$ cat src/rtl/demux_1_n_stream.sv
// Purpose: registered 1:N stream demultiplexer; beats are steered by Select_In or by a round-robin pointer.
// Latency: one cycle; a beat accepted at edge t is presented on its channel during cycle t+1.
// Backpressure: one-beat output register; Ready_Out falls while the held beat's consumer is not ready.
//
// Ports: Clock_In/Reset_In (sync, active-high), Enable_In gates new accepts, Mode_In (0 select, 1 round-robin),
//        Data_In/Select_In/Valid_In/Ready_Out input stream, DEMUX_* per-channel output streams (flattened),
//        Current_Channel_Out round-robin pointer, Select_Error_Out one-cycle drop pulse.
// Optional: define DEMUX_1_N_CHANNEL_COUNT_EN to add Channel_Count_Out, 16-bit wrapping drain counters per channel.
module demux_1_n_stream #(
    parameter  int DATA_WIDTH   = 8,
    parameter  int NUM_CHANNELS = 4,
    localparam int SEL_WIDTH    = $clog2(NUM_CHANNELS)
) (
    input  logic                               Clock_In,
    input  logic                               Reset_In,
    input  logic                               Enable_In,
    input  logic                               Mode_In,
    input  logic [DATA_WIDTH-1:0]              Data_In,
    input  logic [SEL_WIDTH-1:0]               Select_In,
    input  logic                               Valid_In,
    output logic                               Ready_Out,
    output logic [NUM_CHANNELS*DATA_WIDTH-1:0] DEMUX_Data_Out,
    output logic [NUM_CHANNELS-1:0]            DEMUX_Valid_Out,
    input  logic [NUM_CHANNELS-1:0]            DEMUX_Ready_In,
    output logic [SEL_WIDTH-1:0]               Current_Channel_Out,
`ifdef DEMUX_1_N_CHANNEL_COUNT_EN
    output logic [NUM_CHANNELS*16-1:0]         Channel_Count_Out,
`endif
    output logic                               Select_Error_Out
);

    // One extra bit so the channel count itself is representable for the range check.
    localparam logic [SEL_WIDTH:0]   NUM_CH_EXT = (SEL_WIDTH+1)'(NUM_CHANNELS);
    localparam logic [SEL_WIDTH-1:0] LAST_CH    = SEL_WIDTH'(NUM_CHANNELS - 1);

    logic                  held_q, held_d;
    logic [SEL_WIDTH-1:0]  held_ch_q, held_ch_d;
    logic [DATA_WIDTH-1:0] held_dat_q, held_dat_d;
    logic [SEL_WIDTH-1:0]  ptr_q, ptr_d;
    logic                  sel_err_q, sel_err_d;

    logic                  held_ch_rdy;
    logic                  drain;
    logic                  accept;
    logic [SEL_WIDTH-1:0]  tgt_ch;
    logic                  tgt_in_range;

    // held_ch_q only ever holds an in-range channel, so this index is always valid.
    assign held_ch_rdy  = DEMUX_Ready_In[held_ch_q];
    assign drain        = held_q && held_ch_rdy;
    // Ready looks only at state and consumer ready, never at Valid_In.
    assign Ready_Out    = Enable_In && (!held_q || held_ch_rdy);
    assign accept       = Valid_In && Ready_Out;
    assign tgt_ch       = Mode_In ? ptr_q : Select_In;
    assign tgt_in_range = ({1'b0, tgt_ch} < NUM_CH_EXT);

    always_comb begin
        held_d     = held_q;
        held_ch_d  = held_ch_q;
        held_dat_d = held_dat_q;
        ptr_d      = ptr_q;
        sel_err_d  = 1'b0;

        if (drain) begin
            held_d = 1'b0;
        end

        // An accept in the same edge as a drain simply overwrites the register.
        if (accept) begin
            if (tgt_in_range) begin
                held_d     = 1'b1;
                held_ch_d  = tgt_ch;
                held_dat_d = Data_In;
            end else begin
                // Out-of-range beat completes its handshake but is discarded.
                sel_err_d = 1'b1;
            end
            if (Mode_In) begin
                ptr_d = (ptr_q == LAST_CH) ? '0 : ptr_q + 1'b1;
            end
        end
    end

    always_ff @(posedge Clock_In) begin
        if (Reset_In) begin
            held_q     <= 1'b0;
            held_ch_q  <= '0;
            held_dat_q <= '0;
            ptr_q      <= '0;
            sel_err_q  <= 1'b0;
        end else begin
            held_q     <= held_d;
            held_ch_q  <= held_ch_d;
            held_dat_q <= held_dat_d;
            ptr_q      <= ptr_d;
            sel_err_q  <= sel_err_d;
        end
    end

    always_comb begin
        DEMUX_Data_Out  = '0;
        DEMUX_Valid_Out = '0;
        for (int k = 0; k < NUM_CHANNELS; k++) begin
            if (held_q && (held_ch_q == SEL_WIDTH'(k))) begin
                DEMUX_Valid_Out[k]                         = 1'b1;
                DEMUX_Data_Out[k*DATA_WIDTH +: DATA_WIDTH] = held_dat_q;
            end
        end
    end

    assign Current_Channel_Out = ptr_q;
    assign Select_Error_Out    = sel_err_q;

`ifdef DEMUX_1_N_CHANNEL_COUNT_EN
    logic [15:0] cnt_q [NUM_CHANNELS];
    logic [15:0] cnt_d [NUM_CHANNELS];

    // Only real drains count; dropped beats never reach the register.
    always_comb begin
        for (int k = 0; k < NUM_CHANNELS; k++) begin
            cnt_d[k] = cnt_q[k];
            if (drain && (held_ch_q == SEL_WIDTH'(k))) begin
                cnt_d[k] = cnt_q[k] + 16'd1;
            end
        end
    end

    always_ff @(posedge Clock_In) begin
        for (int k = 0; k < NUM_CHANNELS; k++) begin
            if (Reset_In) begin
                cnt_q[k] <= '0;
            end else begin
                cnt_q[k] <= cnt_d[k];
            end
        end
    end

    always_comb begin
        Channel_Count_Out = '0;
        for (int k = 0; k < NUM_CHANNELS; k++) begin
            Channel_Count_Out[k*16 +: 16] = cnt_q[k];
        end
    end
`endif

endmodule

$ cat config.mk
export PLATFORM = sky130hd
export DESIGN_NAME = demux_1_n_stream
export DESIGN_NICKNAME = d
export VERILOG_FILES = /design/src/rtl/demux_1_n_stream.sv
export SDC_FILE = /design/constraint.sdc
export NUM_CORES = 1
export LEC_CHECK = 0
export ABC_AREA = 0
export CORE_ASPECT_RATIO = 1.4
export CORE_MARGIN = 2
export CORE_UTILIZATION = 30
export CTS_CLUSTER_DIAMETER = 100
export DETAILED_ROUTE_END_ITERATION = 10
export PLACE_DENSITY = 0.74
export SLEW_MARGIN = 20
export SYNTH_ARGS = -nofsm -noshare
export SYNTH_HDL_FRONTEND = slang
export SYNTH_SLANG_ARGS = --single-unit
$ cat constraint.sdc
create_clock -name Clock_In -period 2.1 [get_ports Clock_In]
set_clock_uncertainty 0.2 [all_clocks]
set_input_delay 0.315 -clock Clock_In [delete_from_list [all_inputs] [get_ports Clock_In]]
set_output_delay 0.315 -clock Clock_In [all_outputs]
set_load 0.02 [all_outputs]
Word level (Yosys, flattened, before mapping)

Cells that the tools add are included.

Add/sub/neg operators: 1
Magnitude comparators: 1
Equal/unequal tests: 4
Mux-type cells: 14
Reduce and logical (&&, ||, !) cells: 12

Operators with widths:

| kind                                                                         | count |
|---|---|
| 8-bit 2-to-1 mux                                                             | 4 |
| 1-bit logical AND                                                            | 7 |
| 1-bit 2-to-1 mux                                                             | 7 |
| 2-bit == test, second input constant                                         | 3 |
| 2-bit 2-to-1 mux                                                             | 2 |
| 2-bit by 3-bit less-than comparator with 1-bit output, second input constant | 1 |
| 2-bit by 1-bit adder with 2-bit output, second input constant                | 1 |
| 1-bit binary-select mux with 2-bit select                                    | 1 |
| 2-bit by 1-bit == test with 1-bit output, second input constant              | 1 |
| 2-bit zero test                                                              | 1 |
| 2-bit AND reduction                                                          | 1 |
| 2-bit nonzero test                                                           | 1 |
| 1-bit zero test                                                              | 1 |
| 1-bit logical OR                                                             | 1 |

Register bits: 13
Output and inout bits: 40
Logic and storage cells: 36

Depth between registers and ports, before layout

Gate-level depths: netlist of the first run.

Word-level depth: 6
Mapped depth: 4
Depth with buffers taken out: 3

Worst setup path after synthesis of the first run

Ideal clock, no wire load.

Path type: reg2out
From: register held_q
To: output port DEMUX_Data_Out[0]
Data arrival time: 1.429 ns
Required time: 1.585 ns
Setup slack: 0.156 ns
Cell stages (with the launch flop): 5
Path buffers: 1
Cell sequence: dfxtp_1 -> nor2b_1 -> and2b_2 -> clkbuf_1 -> and2_1

Longest elaborated chain between the ends: 2

RTL lines:

| item                   | line | RTL |
|---|---|---|
| from (decl)            | 36   | `logic held_q, held_d;` |
| from (signal assigned) | 92   | `held_q <= held_d;` |
| 1-bit logical AND      | 104  | `if (held_q && (held_ch_q == SEL_WIDTH'(k))) begin` |
| 8-bit 2-to-1 mux       | 104  |  |
| to (decl)              | 22   | `output logic [NUM_CHANNELS*DATA_WIDTH-1:0] DEMUX_Data_Out,` |

Every way passes these cells.

Worst setup path after layout of the first run

From: register held_ch_q[0]
To: output port DEMUX_Data_Out[1]

Longest elaborated chain between the ends: 3

RTL lines:

| item                   | line | RTL |
|---|---|---|
| from (decl)            | 37   | `logic [SEL_WIDTH-1:0] held_ch_q, held_ch_d;` |
| from (signal assigned) | 93   | `held_ch_q <= held_ch_d;` |
| 2-bit zero test        | 104  |  |
| 1-bit logical AND      | 104  |  |
| 8-bit 2-to-1 mux       | 104  |  |

Every way passes these cells.

==> flow_summary.ini, run 1 <==
[worst_setup_path]
path_cells = buf_4, and2b_2, and2_1, dlygate4sd2_1
crit_type = reg2out
path_max_fanout = 11
end_kind = primary output
slowest_delay_ps = 370
cp-start-kind = register
cp_slowest_cell = dfxtp_4
rrSetupSlack_ps = 320
cp_data_arrival_time_ps = 1530
crit_required_ps = 1580

[synth]
synth_ff_type = dfxtp_1
syn_nets = 129
synthDistinctLibCells = 23
synth_edf_count = 0
synthCells = 109
syn_area_per_cell_um2 = 8.59
synth_area_leader_cell = dfxtp_1
yosysWarningCount = 0
ys_top_cells_by_area = dfxtp_1 (28%), and2_1 (17%), mux2i_1 (14%), nand2b_1 (12%), and3_1 (5.3%)
synth_area_um2 = 936
ys_ff_latch = 13
synthArstFlopShare_pct = 0
seq_area_frac_synth_pct = 27.8
synth_top_area_share_pct = 27.8

[die]
initial_core_util_pct = 30.9
fp.dieW_um = 51.2
core-area_mm2 = 0.00303
top_level_ports = 59
die_area_mm2 = 0.00359
rows = 24
die_y_um = 70.1

[cts]
htree_levels = 1
root_buffer = clkbuf_8
clk_pin_slew_ps = 60
cts_inserted_buffers = 3
cts_sinks = 13
cts_tree = built
hold_buffers = 0
cts.path.max_buffers = 2
insertion_delay_ps = 250

[route]
viasPerCell = 4.45
drt_iter0_markers = 12
firstDrtPassIters = 4
wl_per_cell_um = 12.2
drc = 0
antenna_left = 0
wl_mm = 2.57
routed-via-count = 940

[finish]
seqCellArea_um2 = 264
nNetsFinal = 193
multi_input_area_um2 = 649
layout_common_cells = and2_1 (27), dlygate4sd2_1 (21), clkdlybuf4s50_1 (20)
layout-drive-gt1-share_pct = 15.7
n_fill_cell = 305
syn_to_final_growth_pct = 73.9
final_common_cell = and2_1
diodes = 0

[global_routing]
grt_usage_pct = 14.9
first_global_vias = 880
grt_pass1_wl_mm = 4.11
grt_max_degree = 26
groute.layer.met3.usage_pct = 1.92
met1_usage_pct = 16.9
gr-usage-met2_pct = 27.0
overflow = 0
grt_busiest_layer = met2
antenna_found_initial = 0

[sta]
max_freq_ghz = 0.489
finalHoldViolations = 0
period_share_pct = 97.4
grt_setup_unrepaired = yes
setup_ws_ps = 54.0
finalCriticalPeriod_ps = 2050
finalMaxSlewViolations = 0
fin_tns_setup_ps = 0
finalSetupViolations = 0

[job]
maxCapViolCount = 0

[placement]
portBuffers = 57
dp_slack_ps = -259
gp_congestion = 0.708
hpwl_mm = 2.09

[worst_hold_path]
hold_path_class = reg2reg

[power]
pwr_density_cell_mw_per_mm2 = 388
p_leak_uw = 0.000816
peakVddDrop_uv = 422

[run_status]
outcome = completed
## cell families (layout without fill, tap and decap cells)
| family | after synthesis | count (layout) | synth area share (%) |
|---|---|---|---|
| AND/OR/NAND/NOR | 65 | 65 | 43.0 |
| flip-flops | 13 | 13 | 27.8 |
| AO/OA/AOI/OAI | 5 | 5 | 6.28 |
| adder cells (fa/ha/maj) | 1 | 1 | 1.34 |
| other | 1 | 1 | 0.401 |
| multiplexers | 16 | 16 | 17.5 |
| buffers and inverters | 8 | 71 | 3.61 |
## final timing paths
path	from	end	cells past startpoint
max reg2reg	held_ch_q[1]$_SDFFE_PP0P_	Current_Channel_Out[0]$_SDFFE_PP0P_	4
min reg2reg	held_dat_q[4]$_SDFFE_PP0P_	held_dat_q[4]$_SDFFE_PP0P_	2
max	held_ch_q[0]$_SDFFE_PP0P_	DEMUX_Data_Out[1]	4
min	held_dat_q[4]$_SDFFE_PP0P_	held_dat_q[4]$_SDFFE_PP0P_	2
## sequential cells by signal, indices dropped and copies added, names as in the netlist
| name | cells |
|---|---|
| held_dat_q | 8 |
| Current_Channel_Out | 2 |
| held_ch_q | 2 |
| held_q | 1 |
## critical path: cells and delay by family, from the launching register on
kind / cells / cell delay, ps
buf+inv: 2 / 460
flops: 1 / 370
simple gates: 2 / 440
## per-layer routing
layer	up-vias	part of all wire, %	wire length (um)
met2	30	53	1360
met5	-	0	0
met4	0	2.2	57
met3	7	4.6	117
li1	485	-	-
met1	418	40	1030
## Yosys cell counts (all sizes together) (2+ instances only)
cell     n
dfxtp   13
clkbuf   7
a221oi   2
and2    27
nor2b    4
and3     9
mux2     3
nor2     2
mux2i   13
nand2b  18
and2b    2
## report_power, final
| part | internal [uW] | leakage [uW] | switching [uW] |
|---|---|---|---|
| clock network | 131 | 0.0000255 | 92.0 |
| registers | 258 | 0.000107 | 13.7 |
| logic | 81.2 | 0.000684 | 55.4 |
## final cells by class
cell class	instances	area share, %
Sequential cell	13	16.2
Clock buffer	3	2.54
Timing Repair Buffer	67	38.0
Multi-Input combinational cell	88	39.9
Clock inverter	1	0.307
Tap cell	39	3.00
## metrics by stage
step           std cells  utilization, %  area (um^2)  total power, uW  hold WS (ps)
6_report             211            53.7         1630              632           308
5_1_grt              211            53.7         1630              668           343
3_5_place_dp         207            53.1         1610              417           306
4_1_cts              211            53.2         1610              641           314
2_1_floorplan        109               -          936              340           269
3_3_place_gp         207            53.1         1610              414           288
## what timing repair did
action / 4_1_cts / 5_1_grt
gates resized for setup: 38 / 22
endpoints found under the setup margin: 37 / 19
buffers inserted: 0 / 0
(Power assumes the default switching activity.)
==> run 2: changes to the inputs <==
Settings changed: GPL_ROUTABILITY_DRIVEN set to 0.
==> results of run 2 <==
Final layout, timing and power as in run 1 (identical DEF).
==> run 3: changes to the inputs <==
Settings changed: CTS_BUF_LIST set to sky130_fd_sc_hd__clkbuf_16.
==> run 3 against run 2 <==
  * First-iteration DRC count down 17%
  * Fmax rose by 0.92%
  * Sequential share of layout area fell by 0.29 points
  * Worst hold slack lost 1.9 ps
  * Sequential cell count did not move
  * Final area is 1.8% higher
  * Critical path depth unchanged
  * Clock power is 61% higher
  * Worst setup slack better by 19 ps
  * Via count down 0.43%
  * Largest power group is now clock
==> flow_summary.ini, run 3 (synthesis results as in run 1) <==
[worst_setup_path]
cp_slowest_cell = dfxtp_1
end_kind = primary output
cp.depth = 4
critPathTopFamily = simple AND/OR/NAND/NOR gates
cp-start-kind = register
path_max_fanout = 9
r2r_start = held_ch_q[1]$_SDFFE_PP0P_
crit_top_cell = and2_1
crit_type = reg2out
slowest_delay_ps = 400
path_cells = and2_1, and2b_2, and2_1, dlygate4sd2_1
r2r_cells = 4
worstSetupStartpoint = held_ch_q[1]$_SDFFE_PP0P_
crit_buf_inv = 1
cp_data_arrival_time_ps = 1510
crit_required_ps = 1580

[power]
pwr_density_cell_mw_per_mm2 = 464
p_leak_uw = 0.000854
peakVddDrop_uv = 522

[sta]
setup_ws_ps = 72.6
period_share_pct = 96.5
finalHoldViolations = 0
grt_setup_unrepaired = yes
finalCriticalPeriod_ps = 2030
finalSetupViolations = 0
max_freq_ghz = 0.493
finalMaxSlewViolations = 0

[worst_hold_path]
hold_path_class = reg2reg
hold_start = held_dat_q[4]$_SDFFE_PP0P_
hold_path_depth = 2

[route]
drc = 0
routed-via-count = 936
antenna_left = 0
viasPerCell = 4.44
firstDrtPassIters = 3
wl_mm = 2.60
wl_per_cell_um = 12.3
drt_iter0_markers = 10

[finish]
layout-drive-gt1-share_pct = 15.7
syn_to_final_growth_pct = 77.1
largest_reg_flops = 8
top_register = held_dat_q
design_area_mm2 = 0.00166
layout_common_cells = and2_1 (27), dlygate4sd2_1 (27), clkdlybuf4s50_1 (20)
nNetsFinal = 193
fin_cells = 211
diodes = 0

[global_routing]
grt_max_degree = 26
grt_pass1_wl_mm = 4.15
overflow = 0
antenna_found_initial = 0
grt_usage_pct = 15.4
first_global_vias = 884

[cts]
htree_levels = 1
insertion_delay_ps = 240
cts_sinks = 13
cts_tree = built
cts_inserted_buffers = 3
cts.path.max_buffers = 2
clk_pin_slew_ps = 50
root_buffer = clkbuf_16

[placement]
dp_cells = 207
portBuffers = 57
hpwl_mm = 2.09
dp_slack_ps = -259
place_area_mm2 = 0.00161

[die]
die_area_mm2 = 0.00359
core-area_mm2 = 0.00303
fp.dieW_um = 51.2
rows = 24
top_level_ports = 59
initial_core_util_pct = 30.9
die_y_um = 70.1

[run_status]
outcome = completed

[job]
maxCapViolCount = 0
==> run 3: worst paths after layout <==
path	to	slack (ps)
worst max-delay path	DEMUX_Data_Out[22]	70
worst min-delay path	held_dat_q[4]$_SDFFE_PP0P_	310
worst max register to register	Current_Channel_Out[0]$_SDFFE_PP0P_	320
worst min register to register	held_dat_q[4]$_SDFFE_PP0P_	310
==> run 3: timing repair <==
item | in CTS | in global routing
buffers inserted | 0 | 0
hold buffers | 0 | 0
setup endpoints to repair | 37 | 18
gates cloned | 0 | 0
gates resized for setup | 38 | 17
==> run 3: area by class of cell <==
class | instances | area [um^2]
clock buffers | 3 | 75.1
multi-input cells | 88 | 649
repair buffers | 67 | 616
well taps | 39 | 48.8
flip-flops and latches | 13 | 264
fillers | 302 | 1380
clock inverters | 1 | 5.00
==> run 3: worst reg2reg max path, cell delays in order, from the launching register on <==
cell,delay (ps)
dfxtp_1,350
and2_1,170
buf_4,150
a221oi_1,400
mux2_2,390
==> run 3: through the flow <==
| step | power [uW] | TNS (ps) | util [%] | hold WS, ps |
|---|---|---|---|---|
| after global placement | 414 | -284 | 53.1 | 288 |
| after CTS | 779 | 0 | 54.3 | 313 |
| after global routing | 809 | -94.0 | 54.7 | 340 |
| after floorplan | 340 | 0 | - | 269 |
| after detailed placement | 417 | -348 | 53.1 | 306 |
| final | 769 | 0 | 54.7 | 306 |
==> run 3: power breakdown <==
group / leakage, uW / switching [uW] / internal (uW)
registers: 0.000107 / 14.0 / 259
logic: 0.000706 / 55.6 / 81.4
clock network: 0.0000409 / 106 / 253
==> run 3: layer usage <==
layer	up-vias	part of all wire (%)	global-route usage [%]
met1	414	39	16.8
met2	30	54	27.7
li1	485	-	-
met5	-	0	0
met3	7	4.8	3.21
met4	0	2.1	6.31
